$ cat config.mk
export PLATFORM = sky130hd
export DESIGN_NAME = seq_detector_param
export DESIGN_NICKNAME = d
export VERILOG_FILES = /design/src/rtl/seq_det_pkg.sv /design/src/rtl/seq_detector_param_sat_counter.sv /design/src/rtl/seq_detector_param.sv
export SDC_FILE = /design/constraint.sdc
export NUM_CORES = 1
export LEC_CHECK = 0
export CORE_MARGIN = 8
export CORE_UTILIZATION = 35
export DETAILED_ROUTE_END_ITERATION = 6
export HOLD_SLACK_MARGIN = 0.02
export PLACE_DENSITY_LB_ADDON = 0.05
export SYNTH_ARGS = -nofsm -noshare
export SYNTH_HDL_FRONTEND = slang
export SYNTH_HIERARCHICAL = 1
export SYNTH_SLANG_ARGS = --single-unit
$ cat constraint.sdc
create_clock -name clk -period 3.85 [get_ports clk]
set_input_delay 0.77 -clock clk [delete_from_list [all_inputs] [get_ports clk]]
set_output_delay 0.77 -clock clk [all_outputs]
set_load 0.05 [all_outputs]
$ cat src/rtl/seq_det_pkg.sv
// Shared types and helpers for the parametrised serial pattern detector.
package seq_det_pkg;

  localparam int unsigned MAX_LEN_DEF = 8;
  localparam int unsigned LEN_W       = $clog2(MAX_LEN_DEF + 1);

  typedef struct packed {
    logic [MAX_LEN_DEF-1:0] pat;
    logic [LEN_W-1:0]       len;
    logic                   overlap;
  } cfg_t;

  function automatic int unsigned clamp_len(int unsigned len, int unsigned max_len);
    return (len > max_len) ? max_len : len;
  endfunction

endpackage

$ cat src/rtl/seq_detector_param_sat_counter.sv
// Saturating event counter; a clear coinciding with an increment leaves a count of one.
module sat_counter #(
  parameter int unsigned W = 8
) (
  input  logic         clk,
  input  logic         reset,
  input  logic         inc_i,
  input  logic         clr_i,
  output logic [W-1:0] cnt_o,
  output logic         sat_o
);

  logic [W-1:0] cnt_n;

  always_comb begin
    cnt_n = cnt_o;
    if (clr_i) begin
      cnt_n = inc_i ? W'(1) : '0;
    end else if (inc_i && !(&cnt_o)) begin
      cnt_n = cnt_o + 1'b1;
    end
  end

  always_ff @(posedge clk) begin
    if (reset) begin
      cnt_o <= '0;
      sat_o <= 1'b0;
    end else begin
      cnt_o <= cnt_n;
      sat_o <= &cnt_n;
    end
  end

endmodule

$ cat src/rtl/seq_detector_param.sv
// Runtime-programmable serial bit-pattern detector with overlap control and saturating hit counter.
module seq_detector_param
  import seq_det_pkg::*;
#(
  parameter int unsigned           MAX_LEN     = 8,
  parameter int unsigned           CNT_W       = 8,
  parameter logic [MAX_LEN-1:0]    RST_PAT     = MAX_LEN'(8'b0000_1101),
  parameter int unsigned           RST_LEN     = 4,
  parameter logic                  RST_OVERLAP = 1'b1
) (
  input  logic                           clk,
  input  logic                           reset,
  input  logic                           en_i,
  input  logic                           x_i,
  input  logic                           cfg_we_i,
  input  logic [MAX_LEN-1:0]             cfg_pat_i,
  input  logic [$clog2(MAX_LEN+1)-1:0]   cfg_len_i,
  input  logic                           cfg_overlap_i,
  input  logic                           cnt_clr_i,
  output logic                           det_o,
  output logic [CNT_W-1:0]               det_cnt_o,
  output logic                           cnt_sat_o
);

  localparam int unsigned LW = $clog2(MAX_LEN + 1);

  logic [MAX_LEN-1:0] pat_q, hist, hist_n, mask;
  logic [LW-1:0]      len_q, fill, fill_n, len_ld;
  logic               ovl_q, match;

  always_comb begin
    hist_n = {hist[MAX_LEN-2:0], x_i};
    fill_n = (fill == LW'(MAX_LEN)) ? fill : fill + 1'b1;
    for (int unsigned i = 0; i < MAX_LEN; i++) begin
      mask[i] = (i < 32'(len_q));
    end
    match  = en_i && !cfg_we_i && (len_q != '0) && (fill_n >= len_q) &&
             (((hist_n ^ pat_q) & mask) == '0);
    len_ld = LW'(clamp_len(32'(cfg_len_i), MAX_LEN));
  end

  always_ff @(posedge clk) begin
    if (reset) begin
      pat_q <= RST_PAT;
      len_q <= LW'(clamp_len(RST_LEN, MAX_LEN));
      ovl_q <= RST_OVERLAP;
      hist  <= '0;
      fill  <= '0;
      det_o <= 1'b0;
    end else if (cfg_we_i) begin
      pat_q <= cfg_pat_i;
      len_q <= len_ld;
      ovl_q <= cfg_overlap_i;
      hist  <= '0;
      fill  <= '0;
      det_o <= 1'b0;
    end else if (en_i) begin
      hist  <= hist_n;
      // Non-overlap: zeroing fill forces len_q fresh bits before the next hit.
      fill  <= (match && !ovl_q) ? '0 : fill_n;
      det_o <= match;
    end else begin
      det_o <= 1'b0;
    end
  end

  sat_counter #(.W(CNT_W)) u_cnt (
    .clk   (clk),
    .reset (reset),
    .inc_i (match),
    .clr_i (cnt_clr_i),
    .cnt_o (det_cnt_o),
    .sat_o (cnt_sat_o)
  );

endmodule
Word-level counts from Yosys, hierarchy flattened
Index checks and enable logic that the tools add are counted.
W data, S select, Z words.

word-level totals
  word-level logic and storage cells = 45
  input port bits = 19
  output and inout bits = 10
  flip-flop bits (word level) = 34

cells by class
  magnitude comparators = 10
  reductions and logical operators = 15
  bitwise gates (word level) = 3
  muxes and demuxes = 6
  $add $sub $neg = 2
  eq/ne operators = 1

operator list
  cell                   number
  $lt A3 B4 Y1 const A   4
  $mux W8                2
  $reduce_and A8 Y1      2
  $mux W4                3
  $add A8 B1 Y8 const B  1
  $and A8 B8 Y8          1
  $logic_not A8 Y1       1
  $lt A1 B4 Y1 const A   2
  $lt A2 B4 Y1 const A   2
  $xor A8 B8 Y8          1
  $logic_and A1 B1 Y1    6
  $add A4 B1 Y4 const B  1
  $eq A4 B4 Y1 const B   1
  $ge A4 B4 Y1           1
  $gt A4 B4 Y1 const B   1
  $reduce_bool A4 Y1     1
  $logic_not A1 Y1       3
  $reduce_or A3 Y1       1
  $reduce_or A2 Y1       1
  $mux W1                1
  $not A1 Y1             1

Logic depth before layout (Yosys ltp)
  word-level depth = 9
  depth in mapped cells = 14
  gate-level depth less buffers = 14

Hierarchy
The synthesis kept the hierarchy.

modules (own cells, without submodules)
  module              instances  cells an instance  sequential area each (µm²)  area an instance (µm²)
  seq_detector_param  1          136                500.5                       1,285.0
  sat_counter         1          59                 180.2                       526.8

Worst setup path before layout
Ideal clock, no wire load.

  path type = register to register
  start point = reg fill[0]
  end point = reg u_cnt.sat_o
  cell stages (with the launch flop) = 15
  arrival = 2.528 ns
  clock period less this slack = 2.620 ns
  required time = 3.758 ns
  setup time = 0.092 ns
  setup slack = 1.230 ns
  path buffers = 0
  cells stage by stage = dfxtp_1 > inv_1 > ha_1 > nand2_1 > nor2_1 > xnor2_1 > ha_1 > nand2b_4 > a2111oi_2 > a21oi_1 > o2111a_2 > nand2_1 > a21oi_1 > a211o_1 > nor4_1

on the way
  word-level cells in the longest chain between the ends = 9
  elaborated cells between the ends (all ways) = 11
  classes of those cells = add/sub (1); order compare (1); eq/ne (1); mux (4); reduce/logical (4)

ends and longest elaborated chain
  what                                           line                                  source
  start: declaration                             seq_detector_param.sv:28              logic [LW-1:0] len_q, fill, fill_n, len_ld;
  start signal: assignment                       seq_detector_param.sv:60              fill <= (match && !ovl_q) ? '0 : fill_n;
  $add A4 B1 Y4 or $eq A4 B4 Y1 (tied branches)  seq_detector_param.sv:33              fill_n = (fill == LW'(MAX_LEN)) ? fill : fill + 1'b1;
  $mux W4 *                                      seq_detector_param.sv:33
  $ge A4 B4 Y1 *                                 seq_detector_param.sv:37              match = en_i && !cfg_we_i && (len_q != '0) && (fill_n >= len_q) &&
  $logic_and A1 B1 Y1 * (2 in series)            seq_detector_param.sv:37
  net match                                      seq_detector_param.sv:29              logic ovl_q, match;
  $logic_and A1 B1 Y1                            seq_detector_param_sat_counter.sv:19  end else if (inc_i && !(&cnt_o)) begin
  $mux W8                                        seq_detector_param_sat_counter.sv:19
  $mux W8 *                                      seq_detector_param_sat_counter.sv:17  if (clr_i) begin
  $reduce_and A8 Y1 *                            seq_detector_param_sat_counter.sv:30  sat_o <= &cnt_n;
  end signal: assignment                         seq_detector_param_sat_counter.sv:30
  end: declaration                               seq_detector_param_sat_counter.sv:10  output logic sat_o

The timed path passes the listed nets; every way through them passes the cells marked *.
A chain may end at the register's enable or synchronous reset.

Worst setup path in the final report
Ends and elaborated chain as after synthesis.

==> run summary <==
The worst register-to-register path begins at fill[0]$_SDFFE_PP0P_. The number of nets in the layout was 249. The run gives 0.00504 mm2 as the area of the placeable core. The kind of cell with the highest combined delay on the critical path was compound AO/OA/AOI/OAI gates. For the worst-skew pair, the clock arrives at the later sink with an insertion delay of 0.28 ns. The number of buffers inserted during clock tree synthesis is 5, and the count of unresolved DRC violations after routing is 0.

IR analysis of the VDD net gives a maximum drop of 0.144 mV. In the final routing, the length of wire on met1 measures 2070 um. The final clock skew was 0.00314 ns; the number of cells on the worst reg-to-reg path was 14. The tools report the worst slack at placement as 0.921 ns. TritonCTS built the clock tree. STA puts the critical path data required time at 4.04 ns. The path class of the tightest hold or removal check is flop to flop. The smallest clock period supported by the final layout is computed as 2.87 ns. Setup slack on the worst reg-to-reg path comes out at 0.98 ns. Across all layers, the routed design uses 1480 vias. Critical path's slowest cell: dfxtp_1.

In the final timing run, aggregate negative setup slack is 0 ns. On the worst path, the slowest cell contributes a delay of 0.38 ns. The critical path is of the flop to flop type. The post-detailed-placement half-perimeter wirelength was 3210 um; the number of distinct library cell variants in the gate-level netlist after synthesis was 52.

Summed over all nets, wire length on met3 after detailed routing comes to 245 um. In the synthesized netlist, the cells that appear most often are dfxtp_1 (34), nor2_1 (21), mux2i_1 (18). The final design area excluding fillers is 0.00222 mm2, and the number of buffers inserted by hold repair at cts is 0. The congestion estimate from routability-driven global placement came to 0.892. After detailed routing, no signal wire sits above met4. Global routing consumed, over all layers together, 11.9% of the routing resources. For hold timing, the worst endpoint is pat_q[2]$_SDFFE_PP1P_. CTS saw 34 sinks. The total count of max-transition violations in the final report was 0; the async set-reset flop share out of synthesis was 0%. The worst pin sits at a relative slew slack of 66.2%. The power after layout is 723 uW, and the power density normalized to cell area is 325 mW/mm2.

Dividing the synthesized area by the synthesized cell count gives 9.29 um2. The sequential-to-total area share from yosys stat is 37.6%, and the count of warnings emitted by yosys is 6. Number of global-route vias before repair: 1482.

The sum of buffers and inverters on the critical path came out at 1. The logs give 221 for the number of nets produced by synthesis and 0 for the post-CTS resize count. Of all nets on the critical path, the largest fanout is 13. The die is 87.9 um wide. The vertical extent of the die is 87.9 um, and the total congestion overflow is 0. The cell count after synthesis is 195.

In the final layout, the multi-input gates occupy 0.00103 mm2. The run gives 0.00213 mm2 as the placed instance area. The logs give 7090 um for the first-pass GRT wire length and 29 for the number of I/O pins. In the final layout, the share of cells above drive strength 1 is 9.38%. The die covers 0.00773 mm2.

The number of antenna diodes in the final layout is 0. Tracing the worst setup path back leads to its startpoint at fill[0]$_SDFFE_PP0P_. By area the synthesized netlist is led by dfxtp_1 (38%), mux2i_1 (9.9%), xnor2_1 (5.3%). CTS built an H-tree with a depth of 2. Count of flip-flops with a built-in enable after synthesis: 0. Summed over all instances, the cell type with the most area after synthesis is dfxtp_1.

For the initial core utilization, the log shows 35.9%. The tool flagged a number of max-cap violations equal to 0. During placement, the flow inserted port buffers numbering 28. The hold violation count in the final report was 0.

In the synthesized netlist the dominant register cell turns out to be dfxtp_1. Summing all flip-flop and latch instances after layout gives 681 um2. Counting instances, the worst hold path has a depth of 2. Relative area change from synthesis to final layout: 22.7%. The run gives 0.000817 uW as the leakage dissipation. In this run the most critical hold path is launched from pat_q[2]$_SDFFE_PP1P_.

The run finished with clean final reports. Synthesis inferred 34 register bits. The run gives 506 as the number of fill cells. Clock-pin slew was measured on the worst setup and hold paths at 0.07 ns. The number of buffers inserted to repair setup after CTS came out at 0. The tools report the terminus of the critical flop-to-flop path as u_cnt/sat_o$_SDFF_PP0_. In the routed layout, each cell is associated on average with a via count of 5.03. The final-report setup violation count came out at 0. The root buffer cell chosen for the clock tree is clkbuf_8. The logs give 0.00181 mm2 for the netlist area before placement and 349 MHz for the highest achievable clock rate. The count of nets left with antenna violations once routing finished came out at 0.

Dividing the final minimum period by the clock period gives 74.4%. Of the post-synthesis cell area, the dominant cell type holds 37.6%. The run gives 68 as the number of violations reported at the end of detailed-routing iteration 0. The worst setup path is launched from a flop. Setup repair after global routing left no endpoint under its margin.

The routed design has 4310 um of wire. dfxtp_1 is the most common cell in the netlist. The row count was 26; the average routed wire per standard cell was 14.6 um. Data arrives at the worst endpoint at 3.05 ns. The maximum root-to-sink buffer count was 2; the worst setup margin was 0.985 ns. The number of antenna violations at the first check in global routing is 0, and the measured slew at the worst slew-check pin is 0.505 ns. The pin count of the biggest net entering global routing was 20.

Wire segments on met2 add up to 1970 um in the final route. The worst setup path is captured at a flop. The number of detailed-routing iterations run before antenna repair came out at 4. The signal on the critical path passes through inv_1, ha_1, nand2_1, nor2_1, xnor2_1, ha_1, nand2b_4, a2111oi_2, a21oi_1, o2111a_2, nand2_1, a21oi_1, a211o_1, nor4_1.
how the worst max path moves through the flow:
stage	end	slack, ns	cells after the start
final	u_cnt/sat_o$_SDFF_PP0_	0.98	14
after global routing	u_cnt/sat_o$_SDFF_PP0_	0.76	14
after CTS	u_cnt/sat_o$_SDFF_PP0_	0.98	14
after detailed placement	u_cnt/cnt_o[7]$_SDFF_PP0_	0.92	9
after global placement	u_cnt/cnt_o[7]$_SDFF_PP0_	1.0	9
after floorplan	u_cnt/sat_o$_SDFF_PP0_	1.23	14
per-layer routing:
layer	global-route usage, %	vias to the layer above
met1	15.2	697
met3	4.13	2
li1	-	753
met4	3.75	0
met5	0	-
met2	18.1	28
worst min-delay path, cell delays in order (launching register included):
cell,delay (ns)
dfxtp_1,0.34
mux2i_1,0.07
nand2_1,0.06
where the power goes:
part / switching [uW] / internal, uW
combinational: 36.0 / 45.0
clock: 126 / 144
sequential: 10.0 / 361
total: 172 / 550
per-stage QoR:
stage               util [%]  cells  hold WS [ns]
detailed placement      42.3    286         0.485
global route            44.1    294         0.542
CTS                     44.1    294         0.503
floorplan                  -    195         0.463
finish                  44.1    294         0.496
global placement        42.3    286         0.484
cell families after synthesis:
group	share of synthesized area (%)
and+or+nand+nor	20.2
xor gates and xnor gates	6.77
buffers and inverters	5.73
adders and majority gates	4.83
AOI/OAI and AO/OA	14.9
muxes	9.94
DFF	37.6
cell usage in the layout (no fill, tap or decap), types with 4 or more instances in the layout:
cell type / instances
xnor2_1: 11
dfxtp_1: 34
mux2i_1: 18
ha_1: 7
o22ai_1: 4
clkdlybuf4s50_1: 28
clkbuf_8: 6
a21oi_1: 7
inv_1: 9
nand3_1: 13
o21ai_0: 5
nand2_1: 10
nor2_1: 21
sequential cells by signal, indices dropped and copies added (netlist names):
register	count
pat_q	8
u_cnt/cnt_o	8
hist	7
fill	4
len_q	4
det_o	1
ovl_q	1
u_cnt/sat_o	1
cell type report:
type                       count  share of cell area (%)
inverter                       9                    1.52
timing repair buffer          31                    13.6
sequential                    34                    30.6
clock inverter                 1                   0.225
tap                           70                    3.94
multi-input combinational    142                    46.2
clock buffer                   7                    3.88
Note: power is estimated with default switching activity, not from simulation.
